--- src/rtl/rfsoc_config_pkg.sv ---
// Shared PL configuration: arbiter state encoding, default arbiter sizing
// used by the instantiating top level, and a small wrap-around helper.
package rfsoc_config;

  typedef enum logic {
    ARB_IDLE,
    ARB_GRANT
  } arb_state_t;

  // Default arbiter sizing for the waveform-loader front end.
  localparam int ARB_NUM_SRC   = 4;
  localparam int ARB_MAX_BURST = 16;

  // (value + 1) mod modulus, for round-robin pointer advance.
  function automatic int wrap_inc(input int value, input int modulus);
    return (value + 1 >= modulus) ? 0 : value + 1;
  endfunction

endpackage

--- src/rtl/rr_priority_select.sv ---
// Round-robin priority picker: finds the first set request at or after ptr,
// wrapping modulo NUM_SRC. The request vector is doubled with the low copy
// masked below ptr, so the lowest set bit of the doubled vector is the winner.
module rr_priority_select
  import rfsoc_config::*;
#(
  parameter int NUM_SRC = 4,
  localparam int IW = $clog2(NUM_SRC)
) (
  input  logic [NUM_SRC-1:0] req,
  input  logic [IW-1:0]      ptr,
  output logic               found,
  output logic [IW-1:0]      idx
);

  logic [NUM_SRC-1:0]   mask;
  logic [2*NUM_SRC-1:0] dbl;
  int                   pos;

  // Keep only requests at or above the pointer in the low copy.
  for (genvar gi = 0; gi < NUM_SRC; gi++) begin : g_mask
    assign mask[gi] = (IW'(gi) >= ptr);
  end

  assign dbl = {req, req & mask};

  // Lowest set bit of the doubled vector; folding back gives the source index.
  always_comb begin
    found = 1'b0;
    pos   = 0;
    for (int j = 2 * NUM_SRC - 1; j >= 0; j--) begin
      if (dbl[j]) begin
        found = 1'b1;
        pos   = j;
      end
    end
    idx = (pos >= NUM_SRC) ? IW'(pos - NUM_SRC) : IW'(pos);
  end

endmodule

--- src/rtl/axis_rr_fifo_arbiter.sv ---
// Round-robin arbiter sharing one AXI-Stream FIFO write port among NUM_SRC
// producers. One source is granted at a time for up to MAX_BURST beats; its
// data is muxed to the FIFO and FIFO backpressure is steered only to it.
module axis_rr_fifo_arbiter
  import rfsoc_config::*;
#(
  parameter int NUM_SRC   = 4,
  parameter int bus_width = 256,
  parameter int MAX_BURST = 16,
  localparam int IW = $clog2(NUM_SRC)
) (
  input  logic                           axis_clk,
  input  logic                           rst,
  input  logic [NUM_SRC-1:0]             src_enable,
  input  logic [NUM_SRC-1:0]             s_axis_tvalid,
  output logic [NUM_SRC-1:0]             s_axis_tready,
  input  logic [NUM_SRC*bus_width-1:0]   s_axis_tdata,
  output logic [bus_width-1:0]           m_axis_tdata,
  output logic                           m_axis_tvalid,
  input  logic                           m_axis_tready,
  output logic                           grant_active,
  output logic [IW-1:0]                  grant_id
);

  localparam int CW = $clog2(MAX_BURST + 1);

  arb_state_t           state;
  logic [IW-1:0]        rr_ptr;
  logic [CW-1:0]        burst_cnt;

  logic [NUM_SRC-1:0]   candidates;
  logic                 sel_found;
  logic [IW-1:0]        sel_idx;

  logic                 in_grant;
  logic                 g_valid;
  logic                 g_enable;
  logic                 beat;
  logic                 last_beat;
  logic                 release_now;
  logic [IW-1:0]        next_ptr;

  logic [bus_width-1:0] src_data [NUM_SRC];

  assign candidates = s_axis_tvalid & src_enable;

  rr_priority_select #(
    .NUM_SRC (NUM_SRC)
  ) u_select (
    .req   (candidates),
    .ptr   (rr_ptr),
    .found (sel_found),
    .idx   (sel_idx)
  );

  // Unpack the per-source data words for the output mux.
  for (genvar gi = 0; gi < NUM_SRC; gi++) begin : g_unpack
    assign src_data[gi] = s_axis_tdata[gi*bus_width +: bus_width];
  end

  // Only the granted source sees FIFO ready; everything else is held off.
  for (genvar gi = 0; gi < NUM_SRC; gi++) begin : g_ready
    assign s_axis_tready[gi] = in_grant && (grant_id == IW'(gi)) && m_axis_tready;
  end

  // Grant-phase decode: beat detection and release decision.
  always_comb begin
    in_grant  = (state == ARB_GRANT);
    g_valid   = s_axis_tvalid[grant_id];
    g_enable  = src_enable[grant_id];
    beat      = in_grant && g_valid && m_axis_tready;
    last_beat = (burst_cnt == CW'(MAX_BURST - 1));
    // A disabled source that still holds valid is allowed to finish its
    // current beat; the grant is dropped only once that beat has moved.
    release_now = in_grant && (!g_valid || (beat && (last_beat || !g_enable)));
    next_ptr    = IW'(wrap_inc(int'(grant_id), NUM_SRC));
  end

  // Output path to the FIFO: pass-through of the granted source, zero otherwise.
  always_comb begin
    m_axis_tvalid = in_grant && g_valid;
    m_axis_tdata  = in_grant ? src_data[grant_id] : '0;
  end

  // Arbitration FSM with burst counter and round-robin pointer.
  always_ff @(posedge axis_clk or negedge rst) begin
    if (!rst) begin
      state        <= ARB_IDLE;
      rr_ptr       <= '0;
      grant_id     <= '0;
      burst_cnt    <= '0;
      grant_active <= 1'b0;
    end else begin
      case (state)
        ARB_IDLE: begin
          if (sel_found) begin
            state        <= ARB_GRANT;
            grant_id     <= sel_idx;
            burst_cnt    <= '0;
            grant_active <= 1'b1;
          end
        end
        ARB_GRANT: begin
          if (release_now) begin
            state        <= ARB_IDLE;
            rr_ptr       <= next_ptr;
            burst_cnt    <= '0;
            grant_active <= 1'b0;
          end else if (beat) begin
            burst_cnt <= burst_cnt + CW'(1);
          end
        end
        default: begin
          state        <= ARB_IDLE;
          grant_active <= 1'b0;
        end
      endcase
    end
  end

endmodule
--- config.mk ---
export PLATFORM = sky130hd
export DESIGN_NAME = axis_rr_fifo_arbiter
export DESIGN_NICKNAME = d
export VERILOG_FILES = /design/src/rtl/rfsoc_config_pkg.sv /design/src/rtl/rr_priority_select.sv /design/src/rtl/axis_rr_fifo_arbiter.sv
export SDC_FILE = /design/constraint.sdc
export NUM_CORES = 1
export LEC_CHECK = 0
export CAP_MARGIN = 20
export CORE_AREA = 2 2 504 506
export DETAILED_ROUTE_END_ITERATION = 10
export DIE_AREA = 0 0 506 508
export PLACE_DENSITY = 0.3
export RECOVER_POWER = 25
export SLEW_MARGIN = 20
export SYNTH_ARGS = -nofsm -noshare
export SYNTH_HDL_FRONTEND = slang
export SYNTH_SLANG_ARGS = --single-unit
--- constraint.sdc ---
create_clock -name axis_clk -period 2.6 [get_ports axis_clk]
set_input_delay 0.52 -clock axis_clk [delete_from_list [all_inputs] [get_ports axis_clk]]
set_output_delay 0.52 -clock axis_clk [all_outputs]
set_load 0.005 [all_outputs]
==> results of run 1 <==
[layout by cell type (no fill, tap or decap), drive strengths merged, types with 3 or more instances in the layout]
cell              n
nor2              3
dlymetal6s2s     15
and3              5
dfrtp            11
and2            257
clkdlybuf4s15     6
mux2i             4
a21oi             3
nand2             6
clkdlybuf4s50  1158
dlygate4sd2      21
o21ai            10
mux4            257
clkbuf           51
nand2b            3
diode            92
buf             181
ha                6
nand3             3
inv               4
[report_power, final]
| part | internal, W | leakage (nW) | switching (W) |
|---|---|---|---|
| clock network | 0.000207 | 0.0387 | 0.0000863 |
| logic | 0.0117 | 8.74 | 0.00842 |
| registers | 0.000249 | 0.137 | 0.0000986 |
[sequential cells by signal, summed over array words and instances, names as in the netlist]
signal / cells
rr_ptr: 2
grant_id: 2
burst_cnt: 5
grant_active: 1
in_grant: 1
[metal layers]
metal	track usage	vias to the layer above
li1	-	5649
met1	0.139	7050
met2	0.247	1330
met3	0.112	616
met4	0.0251	270
met5	0	-
[final cells by class]
type	instances	area, um2	share of cell area
sequential	11	287	0.0105
multi-input combinational	582	8020	0.295
antenna	92	230	0.00847
inverter	4	15.0	0.000552
timing repair buffer	1429	14400	0.528
clock buffer	4	78.8	0.00290
tap	3366	4210	0.155
[final timing paths]
check | cells after the start | startpoint | slack (ns) | end
setup / recovery | 6 | grant_id[0]$_DFFE_PN0P_ | -0.37 | m_axis_tdata[197]
hold / removal | 1 | grant_active$_DFFE_PN0P_ | 0.50 | grant_active$_DFFE_PN0P_
setup reg to reg | 8 | grant_id[0]$_DFFE_PN0P_ | 0.10 | burst_cnt[2]$_DFFE_PN0P_
hold reg to reg | 1 | grant_active$_DFFE_PN0P_ | 0.50 | grant_active$_DFFE_PN0P_
max in group asynchronous | 2 | rst | 0.95 | in_grant$_DFF_PN0_
min in group asynchronous | 2 | rst | 0.96 | grant_id[0]$_DFFE_PN0P_
[logic make-up after synthesis]
group / after synthesis / share of synthesized area
multiplexers: 263 / 0.683
flip-flops: 11 / 0.0321
adder cells (fa/ha/maj): 6 / 0.00877
AO/OA/AOI/OAI: 27 / 0.0219
AND/OR/NAND/NOR: 286 / 0.208
buffers and inverters: 93 / 0.0459
[repair_timing]
item                                    in CTS  in global routing
gates resized for setup                    160                165
hold buffers                                 0                  0
endpoints found under the setup margin     256                250
cloned                                       3                  2
pin swaps                                    2                 10
setup buffers                                9                 14
[metrics by stage]
stage                     cells  setup slack, ns
after floorplan             686            0.250
after global placement     5364           -0.571
after detailed placement   5364           -0.550
after CTS                  5380           -0.433
after global routing       5432           -0.436
final                      5488           -0.368
==> results.sh, run 1 <==
export IMPL_outcome="finished with violations"
export IMPL_failed_checks="setup timing"
export IMPL_postLayoutCoreUtil=0.108
export IMPL_clock_sinks=11
export IMPL_critPathKind="reg -> out"
export IMPL_crit_required_ns=2.08
export IMPL_placed_cell_area_um2=26500
export IMPL_area_growth_pct=218
export IMPL_fp_dieH_um=508
export IMPL_cts_root_buf="clkbuf_16"
export IMPL_wl_met2_mm=91.5
export IMPL_cts_tree="built"
export IMPL_die_w_um=506
export IMPL_wl_mm=196
export IMPL_yosysTopAreaCellShare=0.676
export IMPL_antenna_found_initial=351
export IMPL_cts_buffers=3
export IMPL_syn_instance_count=686
export IMPL_topRoutingLayerUsed="met5"
export IMPL_finalSetupViolations=194
export IMPL_total_power_w=0.0207
export IMPL_fin_ws_ns=-0.368
export IMPL_holdWs_ns=0.502
export IMPL_synth_common_cells="and2_1, mux4_2, clkbuf_1"
export IMPL_coreArea_um2=252000
export IMPL_ys_types=39
export IMPL_synth_top_area_cell="mux4_2"
export IMPL_fin_area_um2=27200
export IMPL_io_pins=1299
export IMPL_yosysWarningCount=0
export IMPL_hp_class="reg -> reg"
export IMPL_synthFlopType="dfrtp_1"
export IMPL_post_drt_wl_per_cell_um=35.7
export IMPL_ant_nets=0
export IMPL_fin_nets=3072
export IMPL_fin_crit_sh=1.14
export IMPL_dr_pass1_iters=6
export IMPL_grt_setup_unrepaired="true"
export IMPL_cp_end_kind="output port"
export IMPL_grt_usage=0.145
export IMPL_cpLargestDelayFamily="buffers and inverters"
export IMPL_grt_pass1_wl_mm=227
export IMPL_place_hpwl_mm=184
export IMPL_portBuffers=1298
export IMPL_fmax_mhz=337
export IMPL_crit_chain="buf_6, buf_16, buf_4, mux4_2, and2_1, clkdlybuf4s50_1"
export IMPL_slew_violations=0
export IMPL_worst_slew_pin_slew_ns=0.940
export IMPL_ys_top_cells_by_area="mux4_2, and2_1, dfrtp_1, clkbuf_1, buf_2"
export IMPL_wl_met3_mm=34.5
export IMPL_vias_per_cell=2.72
export IMPL_cts_buffer_depth=2
export IMPL_initial_core_util=0.0339
export IMPL_cpPeakStageDelay_ns=0.56
export IMPL_p_per_area_nw_per_um2=762
export IMPL_critPathSlowestCell="mux4_2"
export IMPL_maxCapViolCount=0
export IMPL_grt_max_degree=59
export IMPL_slew_headroom=0.373
export IMPL_grt_pass1_vias=14400
export IMPL_synth_seq_cells=11
export IMPL_cp_buffers_inverters=4
export IMPL_drive_above_1_share=0.270
export IMPL_async_flop_share=1.00
export IMPL_synth_area_um2=8560
export IMPL_cp_start_kind="register"
export IMPL_ir_drop_mv=0.442
export IMPL_cp_arrival_ns=2.45
export IMPL_syn_area_per_cell_um2=12.5
export IMPL_clock_latency_ns=0.24
export IMPL_cts_clk_slew_worst_paths_ns=0.05
export IMPL_synth_edf_count=0
export IMPL_finClkSkew_ns=0.00510
export IMPL_routabilityCongestion=0.922
export IMPL_h_tree_depth=1
export IMPL_fp_row_count=185
export IMPL_finalHoldViolations=0
export IMPL_overflow=0
export IMPL_fillCellCount=29000
export IMPL_dieArea_um2=257000
export IMPL_p_leak_nw=8.92
export IMPL_period_needed_ns=2.97
export IMPL_path_max_fanout=14
export IMPL_dr_total_vias=14900
export IMPL_drtIter0Drc=945
export IMPL_synth_nets=1727
export IMPL_synth_yosys_seq_area_share=0.0321
export IMPL_setup_tns_ns=-41.88
export IMPL_drc=0
export IMPL_wl_met1_mm=61.6
No activity file was read; power rests on OpenSTA's default activity.
==> inputs of run 2 (changes only) <==
--- a/config.mk
+++ b/config.mk
@@ -5,10 +5,11 @@
 export SDC_FILE = /design/constraint.sdc
 export NUM_CORES = 1
 export LEC_CHECK = 0
+export ABC_AREA = 1
 export CAP_MARGIN = 20
-export CORE_AREA = 2 2 504 506
+export CORE_AREA = 2 2 500 502
 export DETAILED_ROUTE_END_ITERATION = 10
-export DIE_AREA = 0 0 506 508
+export DIE_AREA = 0 0 502 504
 export PLACE_DENSITY = 0.3
 export RECOVER_POWER = 25
 export SLEW_MARGIN = 20
==> run 2 against run 1 <==
  * The run still ends with setup timing left
  * Register-to-register slack improved by 0.48 ns
  * Largest power group unchanged
  * Critical path type unchanged
  * Clock skew fell by 0.0021 ns
  * Via count rose by 51%
  * Final area rose by 24%
  * Worst setup slack improved by 0.14 ns
  * Area after synthesis rose by 8.7%
  * Clock-buffer cell count fell by 1
  * Routed wire length rose by 4.2%
  * Utilization rose by 2.8 points
  * Cell count rose by 28%
  * Highest routed layer unchanged
  * Power rose by 56%
  * Non-clock buffer count rose by 288
==> results.sh, run 2 <==
export IMPL_outcome="finished with violations"
export IMPL_failed_checks="setup timing"
export IMPL_grt_usage=0.149
export IMPL_ctsHoldBuffers=0
export IMPL_synth_top_area_cell="nor2_1"
export IMPL_topRoutingLayerUsed="met5"
export IMPL_cts_clk_slew_worst_paths_ns=0.05
export IMPL_cp_end_kind="output port"
export IMPL_synth_area_um2=9310
export IMPL_finClkSkew_ns=0.00302
export IMPL_drtIter0Drc=1396
export IMPL_hp_class="reg -> reg"
export IMPL_post_drt_wl_per_cell_um=29.1
export IMPL_fin_ws_ns=-0.223
export IMPL_register_area_um2=283
export IMPL_async_flop_share=1.00
export IMPL_regMostFlops="burst_cnt"
export IMPL_ant_nets=0
export IMPL_wl_met1_mm=76.2
export IMPL_cpLargestDelayFamily="buffers and inverters"
export IMPL_coreArea_um2=248000
export IMPL_fin_nets=4672
export IMPL_slew_headroom=0.506
export IMPL_pre_cts_ws_ns=-0.703
export IMPL_cts_root_buf="clkbuf_16"
export IMPL_multi_input_area_um2=10800
export IMPL_grt_pass1_wl_mm=246
export IMPL_yosysWarningCount=0
export IMPL_cts_buffers=3
export IMPL_yosysTopAreaCellShare=0.417
export IMPL_largest_register_ffs=5
export IMPL_drive_above_1_share=0.335
export IMPL_critPathKind="reg -> out"
export IMPL_syn_instance_count=2107
export IMPL_p_per_area_nw_per_um2=961
export IMPL_final_common_cell="clkdlybuf4s50_1"
export IMPL_cp_start_kind="register"
export IMPL_fp_row_count=183
export IMPL_crit_required_ns=2.08
export IMPL_finalHoldViolations=0
export IMPL_fmax_mhz=354
export IMPL_cpPeakStageDelay_ns=0.50
export IMPL_final_cell_mix="clkdlybuf4s50_1, nor2_1, o21ai_0"
export IMPL_grt_setup_unrepaired="true"
export IMPL_p_leak_nw=12.4
export IMPL_portBuffers=1298
export IMPL_wl_mm=204
export IMPL_clock_sinks=11
export IMPL_syn_area_per_cell_um2=4.42
export IMPL_cp_arrival_ns=2.30
export IMPL_synth_most_common_cell="nor2_1"
export IMPL_worst_slew_pin_slew_ns=0.739
export IMPL_place_hpwl_mm=173
export IMPL_placed_cell_area_um2=28300
export IMPL_grt_max_degree=66
export IMPL_drc=0
export IMPL_dieArea_um2=253000
export IMPL_clock_latency_ns=0.25
export IMPL_crit_chain="buf_12, buf_16, buf_12, buf_12, buf_12, buf_12, buf_12, nor2_2, nor2_1, o21ai_1, a21oi_2, buf_4"
export IMPL_crit_top_cell="buf_12"
export IMPL_dr_pass1_iters=5
export IMPL_synth_seq_cells=11
export IMPL_maxCapViolCount=0
export IMPL_ys_top_cells_by_area="nor2_1, o21ai_0, a21oi_1, clkbuf_1, buf_2"
export IMPL_dr_total_vias=22500
export IMPL_routabilityCongestion=0.949
export IMPL_antenna_found_initial=251
export IMPL_fp_dieH_um=504
export IMPL_top_regs="burst_cnt x5, grant_id x2, rr_ptr x2"
export IMPL_cts_buffer_depth=2
export IMPL_ys_types=19
export IMPL_synth_nets=3148
export IMPL_synth_edf_count=0
export IMPL_synthFlopType="dfrtp_1"
export IMPL_area_growth_pct=262
export IMPL_period_needed_ns=2.82
export IMPL_critPathSlowestCell="dfrtp_4"
export IMPL_h_tree_depth=1
export IMPL_path_max_fanout=7
export IMPL_wl_met2_mm=99.5
export IMPL_cts_tree="built"
export IMPL_fin_crit_sh=1.09
export IMPL_finalSetupViolations=55
export IMPL_rrSetupSlack_ns=0.58
export IMPL_wl_met3_mm=22.7
export IMPL_die_w_um=502
export IMPL_postLayoutCoreUtil=0.136
export IMPL_fillCellCount=28900
export IMPL_slew_violations=0
export IMPL_io_pins=1299
export IMPL_overflow=0
export IMPL_initial_core_util=0.0376
export IMPL_cp_buffers_inverters=8
export IMPL_vias_per_cell=3.21
export IMPL_grt_pass1_vias=22300
export IMPL_ir_drop_mv=0.336
export IMPL_synth_common_cells="nor2_1, o21ai_0, a21oi_1"
export IMPL_synth_yosys_seq_area_share=0.0296
export IMPL_fin_area_um2=33700
run 2: changes by cell type after synthesis, moves of 10 or more:
cell	previous run	this run
o21ai_1	1	13
buf_1	11	21
nor2_1	3	1035
clkbuf_1	47	108
and2_1	257	0
nand3_1	3	15
mux4_2	257	0
nand2_1	6	39
o21ai_0	9	508
inv_1	4	14
a21oi_1	3	256
buf_2	29	63
run 2: through the flow:
stage | hold WS, ns | setup TNS [ns] | cells | power, W
after floorplan | 0.224 | 0 | 2107 | 0.00869
after global placement | 0.473 | -19.74 | 6782 | 0.0252
final | 0.479 | -3.68 | 7009 | 0.0324
after CTS | 0.485 | -23.25 | 6915 | 0.0301
after detailed placement | 0.471 | -17.79 | 6782 | 0.0250
after global routing | 0.512 | -10.07 | 6971 | 0.0345
run 2: logic make-up (layout without fill, tap and decap cells):
| kind of cell | count (synthesis) | count (layout) | synth area share |
|---|---|---|---|
| other | 0 | 49 | 0 |
| AND/OR/NAND/NOR | 1095 | 1095 | 0.445 |
| adder cells (fa/ha/maj) | 6 | 6 | 0.00806 |
| AO/OA/AOI/OAI | 778 | 778 | 0.418 |
| flip-flops | 11 | 11 | 0.0296 |
| buffers and inverters | 217 | 1740 | 0.0988 |
run 2: final timing paths:
| path | start | end | depth (start not counted) |
|---|---|---|---|
| worst max-delay path | grant_id[0]$_DFFE_PN0P_ | m_axis_tdata[56] | 12 |
| worst min-delay path | grant_active$_DFFE_PN0P_ | grant_active$_DFFE_PN0P_ | 2 |
| worst max register to register | grant_id[1]$_DFFE_PN0P_ | burst_cnt[2]$_DFFE_PN0P_ | 9 |
| worst min register to register | grant_active$_DFFE_PN0P_ | grant_active$_DFFE_PN0P_ | 2 |
| max in group asynchronous | rst | grant_id[1]$_DFFE_PN0P_ | 1 |
| min in group asynchronous | rst | burst_cnt[3]$_DFFE_PN0P_ | 1 |
run 2: layout make-up:
class,count,area share
flip-flops and latches,11,0.00839
multi-input cells,1879,0.322
diodes,49,0.00364
repair inverters,1,0.000483
clock buffers,3,0.00223
repair buffers,1717,0.537
clock inverters,1,0.000149
inverters,18,0.00323
well taps,3330,0.124
run 2: per-layer routing:
metal	track usage	vias up
met3	0.0693	420
met2	0.268	1313
met1	0.161	10500
met5	0	-
met4	0.0213	162
li1	-	10100
run 2: what timing repair did:
item                                    in CTS  in global routing
endpoints found under the setup margin     260                239
gates cloned                                36                 18
buffers inserted                           109                 65
gates resized for setup                   1209                913
pin swaps                                  206                288
run 2: report_power, final:
| group | switching (W) | leakage (nW) | internal, W |
|---|---|---|---|
| registers | 0.0000812 | 0.139 | 0.000239 |
| clock network | 0.000105 | 0.0412 | 0.000206 |
| logic | 0.0170 | 12.2 | 0.0147 |
run 2: worst register-to-register path: stages, from the launching register on:
cell and delay (ns):
dfrtp_4 0.55, inv_8 0.11, buf_16 0.15, bufbuf_16 0.36
nand3_1 0.12, buf_4 0.15, nand4_1 0.17, nand2_2 0.14
nand2_1 0.08, o21ai_1 0.06
==> inputs of run 3 (changes only) <==
--- a/config.mk
+++ b/config.mk
@@ -10,6 +10,7 @@
 export CORE_AREA = 2 2 500 502
 export DETAILED_ROUTE_END_ITERATION = 10
 export DIE_AREA = 0 0 502 504
+export GPL_TIMING_DRIVEN = 1
 export PLACE_DENSITY = 0.3
 export RECOVER_POWER = 25
 export SLEW_MARGIN = 20
==> results of run 3 <==
Final layout, timing and power as in run 2 (identical DEF).
